**src/rtl/pe_module.sv**
```systemverilog
// pe_module: processing element for a systolic-array matrix multiplier.
//
// Each cycle it registers the A operand toward the right-hand neighbour and
// the B operand toward the lower neighbour. It also accumulates a*b into a
// local result register. All outputs come straight from flops.
//
// Parameters:
//   DATA_W  width of the operands, the forwarded operands and the result (default 8)
//
// Ports:
//   clk    in   rising-edge clock
//   rst    in   synchronous, active-high reset; clears every register
//   a      in   [DATA_W-1:0] unsigned A operand (left neighbour / array edge)
//   b      in   [DATA_W-1:0] unsigned B operand (upper neighbour / array edge)
//   a_out  out  [DATA_W-1:0] registered copy of a
//   b_out  out  [DATA_W-1:0] registered copy of b
//   out    out  [DATA_W-1:0] accumulated result
//
// Build option:
//   PE_SATURATE_EN  when defined, the accumulator clamps at 2^DATA_W-1
//                   instead of wrapping modulo 2^DATA_W.
module pe_module #(
  parameter int DATA_W = 8
) (
  input  logic              clk,
  input  logic              rst,
  input  logic [DATA_W-1:0] a,
  input  logic [DATA_W-1:0] b,
  output logic [DATA_W-1:0] a_out,
  output logic [DATA_W-1:0] b_out,
  output logic [DATA_W-1:0] out
);

  logic [DATA_W-1:0]   a_out_q, a_out_d;
  logic [DATA_W-1:0]   b_out_q, b_out_d;
  logic [DATA_W-1:0]   out_q,   out_d;
  logic [2*DATA_W-1:0] prod;
  logic [2*DATA_W:0]   sum;

  always_comb begin
    a_out_d = a;
    b_out_d = b;
    prod    = {{DATA_W{1'b0}}, a} * {{DATA_W{1'b0}}, b};
    sum     = {{(DATA_W+1){1'b0}}, out_q} + {1'b0, prod};
  end

`ifdef PE_SATURATE_EN
  // Any bit above the result width means the true sum exceeds the maximum.
  // Operands are unsigned, so a clamped value can only stay at the maximum.
  always_comb begin
    out_d = sum[DATA_W-1:0];
    if (|sum[2*DATA_W:DATA_W]) begin
      out_d = '1;
    end
  end
`else
  logic unused_sum_hi;

  always_comb begin
    out_d         = sum[DATA_W-1:0];
    unused_sum_hi = ^sum[2*DATA_W:DATA_W];
  end
`endif

  always_ff @(posedge clk) begin
    if (rst) begin
      a_out_q <= '0;
      b_out_q <= '0;
      out_q   <= '0;
    end else begin
      a_out_q <= a_out_d;
      b_out_q <= b_out_d;
      out_q   <= out_d;
    end
  end

  assign a_out = a_out_q;
  assign b_out = b_out_q;
  assign out   = out_q;

endmodule

```
**config.mk**
```make
export PLATFORM = sky130hd
export DESIGN_NAME = pe_module
export DESIGN_NICKNAME = d
export VERILOG_FILES = /design/src/rtl/pe_module.sv
export SDC_FILE = /design/constraint.sdc
export NUM_CORES = 1
export LEC_CHECK = 0
export CAP_MARGIN = 20
export CELL_PAD_IN_SITES_DETAIL_PLACEMENT = 1
export CELL_PAD_IN_SITES_GLOBAL_PLACEMENT = 2
export CORE_ASPECT_RATIO = 0.6
export CORE_MARGIN = 2
export CORE_UTILIZATION = 30
export DETAILED_ROUTE_END_ITERATION = 12
export PLACE_DENSITY = 0.78
export SETUP_SLACK_MARGIN = 0.1
export SYNTH_ARGS = -nofsm -noshare
export SYNTH_HDL_FRONTEND = slang
export SYNTH_SLANG_ARGS = --single-unit
```
**constraint.sdc**
```tcl
create_clock -name clk -period 3.95 [get_ports clk]
set_input_delay 0.395 -clock clk [delete_from_list [all_inputs] [get_ports clk]]
set_output_delay 0.395 -clock clk [all_outputs]
set_load 0.05 [all_outputs]
```
==> flow_summary_export.csv, run 1 <==
group,metric,value,unit
outcome,run_status,"complete, no violations",
worst_setup_path,path_max_fanout,5,
detailed_routing,finalWirelength,4191,um
worst_setup_path,worst_setup_path_start_kind,"primary input",
clocking,htree_levels,1,
clocking,clock-root-buffer,"sky130_fd_sc_hd__clkbuf_8",
detailed_routing,drt_antenna_net_count,0,
grt,grt_max_degree,25,
placed_design,portBuffers,41,
grt,grt_first_pass_wirelength,7100,um
floorplanning,floorplan.rows,21,
cells_and_area,nets,287,
sta,setup-tns-final,0,ns
sta,worst_slew_slack_as_a_fraction_of_its_limit,37.82,%
synth,synth.avg_cell_area,9.633,um^2
synth,synth_adder_area_share,33.80,%
worst_setup_path,critical_path_required,4.09,ns
clocking,clock-sinks,24,
sta,final.setup_skew,0.01102,ns
detailed_routing,drtPass1Iterations,4,
cells_and_area,n_diodes,0,
floorplanning,std_cell_core_area,5518,um^2
clocking,worst_skew_pair_later_pin_latency,0.27,ns
hold_path,min-delay-path-class,"in2reg",
flow_run,max_cap_viol_count,0,
sta,final_max_slew_viol_count,0,
sta,worstMarginPinSlew,0.9298,ns
sta,final_period_minus_worst_setup_slack,3.722,ns
pwr,total_power,1464,uW
synth,yosys_warnings,0,
placed_design,place_hpwl,3464,um
pwr,power.leakage,0.001155,uW
grt,globalRouteTotalUtil,14.80,%
worst_setup_path,worst-setup-path-type,"in2reg",
grt,antenna_found_initial,0,
sta,max_clock_freq,0.2687,GHz
grt,vias_in_the_first_global_route,1399,
sta,fin_crit_share,94.22,%
placed_design,dp_slack,-0.3075,ns
floorplanning,die_area,6288,um^2
synth,yosys-mux-area-fraction,0,%
clocking,cts.reportedPaths.clkPinSlew,0.10,ns
cells_and_area,synthToLayoutAreaGrowth,40.59,%
synth,synth_compound_area_share,1.697,%
detailed_routing,routed_wire_length_per_instance,13.88,um
clocking,holdBufCountCts,0,
synth,synth_top_family_by_area,"adder cells",
detailed_routing,detailedRoute.firstIterationViolations,20,
placed_design,finalWeightedCongestion,0.7592,
cells_and_area,layout-drive-gt1-share,12.88,%
floorplanning,initial_core_util,30.73,%
grt,grt_overflow_total,0,
worst_setup_path,critPathArrivalTime,3.86,ns
detailed_routing,vias,1259,
sta,number_of_setup_violations_in_the_final_report,0,
worst_setup_path,critical_path.endpoint_type,"flip-flop",
synth,synth_simple_gate_area_share,18.67,%
sta,timing.final.hold_violations,0,
clocking,tritoncts.num_buffers,3,
floorplanning,ports_placed_on_the_boundary,42,
clocking,cts_setup_buffers,0,
synth,yosys_register_bits,24,
detailed_routing,detail_route.drc_violations,0,
synth,post_synth_net_total,229,
synth,post_synth_num_cell_types,17,
detailed_routing,route.detailed.vias_per_inst,4.169,
floorplanning,fp.dieW,101.1,um
synth,seq_area_frac_synth,28.34,%
sta,grt_setup_unrepaired,"false",
pwr,power.density_cell_area,614.2,nW/um^2
synth,synthXorXnorAreaFrac,9.742,%
clocking,maximum_count_of_clock_buffers_along_a_single_path,2,
sta,worst_slack,0.2283,ns
pwr,max-vdd-ir-drop,0.4159,mV
synth,synthesis.area,1695,um^2
floorplanning,die_h,62.23,um
synth,synthCells,176,
clocking,cts_tree,"yes",
[worst max-delay path: stages]
cell                            delay (ns)
sky130_fd_sc_hd__dlygate4sd2_1        0.31
sky130_fd_sc_hd__nand2_1              0.12
sky130_fd_sc_hd__fa_1                 0.54
sky130_fd_sc_hd__inv_1                0.07
sky130_fd_sc_hd__fa_1                 0.51
sky130_fd_sc_hd__inv_1                0.06
sky130_fd_sc_hd__fa_1                 0.46
sky130_fd_sc_hd__fa_1                 0.55
sky130_fd_sc_hd__inv_1                0.04
sky130_fd_sc_hd__ha_1                 0.31
sky130_fd_sc_hd__a21oi_2              0.17
sky130_fd_sc_hd__xnor2_2              0.13
sky130_fd_sc_hd__xnor2_1              0.13
sky130_fd_sc_hd__nor2_1               0.05
[cell usage in the layout, fill, tap and decap left out, types with 2 or more instances in the layout]
cell	netlist	routed
sky130_fd_sc_hd__xnor2_1	13	13
sky130_fd_sc_hd__fa_2	0	3
sky130_fd_sc_hd__dlymetal6s2s_1	0	5
sky130_fd_sc_hd__dfxtp_1	24	24
sky130_fd_sc_hd__xor2_1	4	4
sky130_fd_sc_hd__ha_1	17	16
sky130_fd_sc_hd__nor2_1	4	4
sky130_fd_sc_hd__nand2_1	21	20
sky130_fd_sc_hd__dlygate4sd2_1	0	7
sky130_fd_sc_hd__nor2b_1	20	20
sky130_fd_sc_hd__and2_2	3	3
sky130_fd_sc_hd__nand2_2	1	2
sky130_fd_sc_hd__and2_1	11	10
sky130_fd_sc_hd__clkbuf_8	0	3
sky130_fd_sc_hd__fa_1	18	15
sky130_fd_sc_hd__clkdlybuf4s50_1	0	29
sky130_fd_sc_hd__buf_4	0	13
sky130_fd_sc_hd__a21o_1	2	2
sky130_fd_sc_hd__inv_1	33	33
[Yosys cell counts, drive strengths merged]
master / count / area share (%)
fa: 18 / 21
nor2b: 20 / 7.4
inv: 33 / 7.3
a21o: 2 / 0.89
clkbuf: 2 / 0.44
and2: 14 / 5.4
dfxtp: 24 / 28
nor2: 4 / 0.89
xor2: 4 / 2.1
a21oi: 2 / 0.81
ha: 17 / 13
nand2: 22 / 5.0
xnor2: 14 / 7.7
[what timing repair did]
action,4_1_cts,5_1_grt
gates resized for setup,8,11
endpoints found under the hold margin,0,0
pin swaps,2,2
setup endpoints to repair,1,2
[stage by stage]
stage | instance area [um^2] | instances | util, % | hold WS, ns
after floorplan | 1695 | 176 | - | 0.4666
after global placement | 2290 | 298 | 41.50 | 0.5818
after detailed placement | 2290 | 298 | 41.50 | 0.5967
after CTS | 2355 | 302 | 42.68 | 0.5459
after global routing | 2384 | 302 | 43.20 | 0.4970
final | 2384 | 302 | 43.20 | 0.4844
[final timing paths]
path	startpoint	end	slack (ns)	depth (start not counted)
worst max-delay path	b[1]	out[7]	0.23	14
worst min-delay path	b[3]	b_out[3]	0.48	2
worst max register to register	out[6]	out[7]	0.31	13
worst min register to register	out[0]	out[0]	0.61	2
[per-layer routing]
layer,track usage [%],up-vias,wire length [um],part of all wire [%]
met4,1.858,0,31,0.74
met2,21.03,26,1653,39
li1,-,628,-,-
met1,23.09,601,2343,56
met3,3.604,4,162,3.9
met5,0,-,0,0
[cell type report]
type | instances | area (um^2)
Fill cell | 661 | 3134
Multi-Input combinational cell | 117 | 1099
Timing Repair Buffer | 55 | 523.0
Sequential cell | 24 | 480.5
Inverter | 33 | 123.9
Tap cell | 69 | 86.33
Clock buffer | 3 | 41.29
Clock inverter | 1 | 30.03
[power breakdown]
part           internal [uW]  switching [uW]  leakage, uW
Sequential               282            18.8     0.000200
Clock                    136            87.7    0.0000357
Combinational            438             502     0.000920
[sequential cells by signal, indices dropped and copies added (netlist names)]
name / flops
b_out: 8
a_out: 8
out: 8
[logic make-up after synthesis]
kind of cell / Yosys count
buffers and inverters: 35
xor gates and xnor gates: 18
DFF: 24
AOI/OAI and AO/OA: 4
adders and majority gates: 35
and+or+nand+nor: 60
No activity file was read; power rests on OpenSTA's default activity.
==> run 2, diff against run 1 <==
PLACE_DENSITY = 0.83   (was 0.78)
==> run 2 against run 1 <==
Net effect: global-route usage down 0.40 points; power down 1.2%; count of clock-buffer cells in the layout is the same; critical path type unchanged; setup slack gained 0.052 ns; largest power group unchanged; combinational power decreased by 2%; clock skew fell by 0.0094 ns; fmax is 1.4% higher.
==> flow_summary_export.csv, run 2 (synthesis results as in run 1) <==
group,metric,value,unit
worst_setup_path,timing.critical_path.mode_cell,"sky130_fd_sc_hd__fa_1",
hold_path,min-delay-path-class,"in2reg",
clocking,clock-sinks,24,
worst_setup_path,worst_setup_path_start_kind,"primary input",
worst_setup_path,cp-startpoint,"b[0]",
sta,final_max_slew_viol_count,0,
sta,grt_setup_unrepaired,"false",
clocking,worst_skew_pair_later_pin_latency,0.27,ns
floorplanning,die_h,62.23,um
grt,antenna_found_initial,0,
worst_setup_path,critical_path.n_buffers_inverters,4,
floorplanning,die_area,6288,um^2
sta,final_period_minus_worst_setup_slack,3.669,ns
detailed_routing,drtPass1Iterations,4,
cells_and_area,n_diodes,0,
grt,globalRouteTotalUtil,14.40,%
clocking,clock-root-buffer,"sky130_fd_sc_hd__clkbuf_8",
flow_run,max_cap_viol_count,0,
worst_setup_path,critical_path_required,4.09,ns
clocking,cts_tree,"yes",
clocking,holdBufCountCts,0,
detailed_routing,finalWirelength,4179,um
floorplanning,floorplan.rows,21,
pwr,power.leakage,0.001120,uW
worst_setup_path,path_max_fanout,5,
worst_setup_path,r2r-start,"out[6]",
detailed_routing,detail_route.drc_violations,0,
grt,grt_overflow_total,0,
worst_setup_path,critical_path.endpoint_type,"flip-flop",
placed_design,place_hpwl,3460,um
grt,grt_first_pass_wirelength,6913,um
hold_path,hp-start,"b[1]",
sta,final.setup_skew,0.001646,ns
detailed_routing,drt_antenna_net_count,0,
grt,grt_max_degree,25,
detailed_routing,detailedRoute.firstIterationViolations,43,
sta,timing.final.hold_violations,0,
outcome,run_status,"complete, no violations",
cells_and_area,nets,284,
cells_and_area,layout-drive-gt1-share,11.30,%
sta,fin_crit_share,92.90,%
cells_and_area,final_core_util,42.45,%
clocking,tritoncts.num_buffers,3,
worst_setup_path,path_delay_family,"adder cells",
grt,vias_in_the_first_global_route,1325,
clocking,htree_levels,1,
floorplanning,ports_placed_on_the_boundary,42,
cells_and_area,synthToLayoutAreaGrowth,38.16,%
detailed_routing,route.detailed.vias_per_inst,4.161,
pwr,power.density_cell_area,617.7,nW/um^2
sta,worstMarginPinSlew,0.9374,ns
cells_and_area,most-common-layout-cells,"sky130_fd_sc_hd__inv_1 (33), sky130_fd_sc_hd__clkdlybuf4s50_1 (30), sky130_fd_sc_hd__dfxtp_1 (24)",
clocking,cts.reportedPaths.clkPinSlew,0.09,ns
worst_setup_path,worst-setup-path-type,"in2reg",
detailed_routing,vias,1244,
pwr,max-vdd-ir-drop,0.3796,mV
detailed_routing,routed_wire_length_per_instance,13.98,um
clocking,cts_setup_buffers,0,
worst_setup_path,critPathArrivalTime,3.80,ns
floorplanning,std_cell_core_area,5518,um^2
placed_design,finalWeightedCongestion,0.8015,
worst_setup_path,slowest_delay,0.56,ns
worst_setup_path,cells_traversed_along_the_worst_timing_path,"dlygate4sd2_1 -> nand2_2 -> fa_1 -> inv_1 -> fa_1 -> inv_1 -> fa_1 -> fa_1 -> inv_1 -> ha_1 -> a21oi_2 -> xnor2_2 -> xnor2_1 -> nor2_1",
sta,worst_slew_slack_as_a_fraction_of_its_limit,37.31,%
placed_design,portBuffers,41,
sta,max_clock_freq,0.2725,GHz
floorplanning,initial_core_util,30.73,%
sta,number_of_setup_violations_in_the_final_report,0,
worst_setup_path,slowest_stage,"sky130_fd_sc_hd__fa_1",
floorplanning,fp.dieW,101.1,um
pwr,total_power,1447,uW
clocking,maximum_count_of_clock_buffers_along_a_single_path,2,
cells_and_area,most_common_cell_after_layout_fill_and_taps_aside,"sky130_fd_sc_hd__inv_1",
run 2: cell types whose count changed in the layout (fill, tap and decap cells not counted), sizes merged:
| cell | previous run | this run |
|---|---|---|
| buf | 14 | 11 |
| clkbuf | 3 | 4 |
| clkdlybuf4s50 | 29 | 30 |
| dlymetal6s2s | 5 | 3 |
run 2: path summary, 6_finish.rpt:
kind                   end  slack (ns)  cells after the start
hold / removal    b_out[1]        0.45                      2
hold reg to reg     out[0]        0.61                      2
setup / recovery    out[7]        0.28                     14
setup reg to reg    out[7]        0.36                     13
run 2: power breakdown:
group          internal [uW]  switching [uW]
combinational            430             494
sequential               282            19.7
clock                    136            86.1
run 2: metrics by stage:
step                      setup slack, ns  TNS [ns]  cell area [um^2]  instances  hold WS (ns)
after floorplan                    0.1583         0              1695        176        0.4666
after global placement            -0.2788   -0.4194              2267        295        0.5831
after detailed placement          -0.3305   -0.5616              2267        295        0.6042
after CTS                          0.1071         0              2331        299        0.5406
after global routing               0.1002         0              2342        299        0.4389
final                              0.2805         0              2342        299        0.4463
run 2: worst reg2reg max path, stage by stage (launching register included):
cell,delay (ns)
sky130_fd_sc_hd__dfxtp_1,0.35
sky130_fd_sc_hd__inv_1,0.07
sky130_fd_sc_hd__fa_1,0.53
sky130_fd_sc_hd__inv_1,0.05
sky130_fd_sc_hd__fa_1,0.50
sky130_fd_sc_hd__inv_1,0.06
sky130_fd_sc_hd__fa_1,0.47
sky130_fd_sc_hd__fa_1,0.56
sky130_fd_sc_hd__inv_1,0.05
sky130_fd_sc_hd__ha_1,0.31
sky130_fd_sc_hd__a21oi_2,0.19
sky130_fd_sc_hd__xnor2_2,0.14
sky130_fd_sc_hd__xnor2_1,0.13
sky130_fd_sc_hd__nor2_1,0.05
run 2: layer usage:
metal | share of wire, % | global-route usage [%]
met1 | 58 | 23.44
met2 | 38 | 19.29
met3 | 3.7 | 3.716
met4 | 0.31 | 1.520
met5 | 0 | 0
run 2: cell type report:
type,count,area [um^2]
Tap cell,69,86.33
Multi-Input combinational cell,117,1094
Timing Repair Buffer,52,486.7
Sequential cell,24,480.5
Clock buffer,3,41.29
Fill cell,644,3176
Clock inverter,1,30.03
Inverter,33,123.9
run 2: what timing repair did:
action,in CTS,in global routing
setup endpoints to repair,2,1
endpoints found under the hold margin,0,0
pin swaps,2,1
resized for setup,9,8
gates cloned,0,0
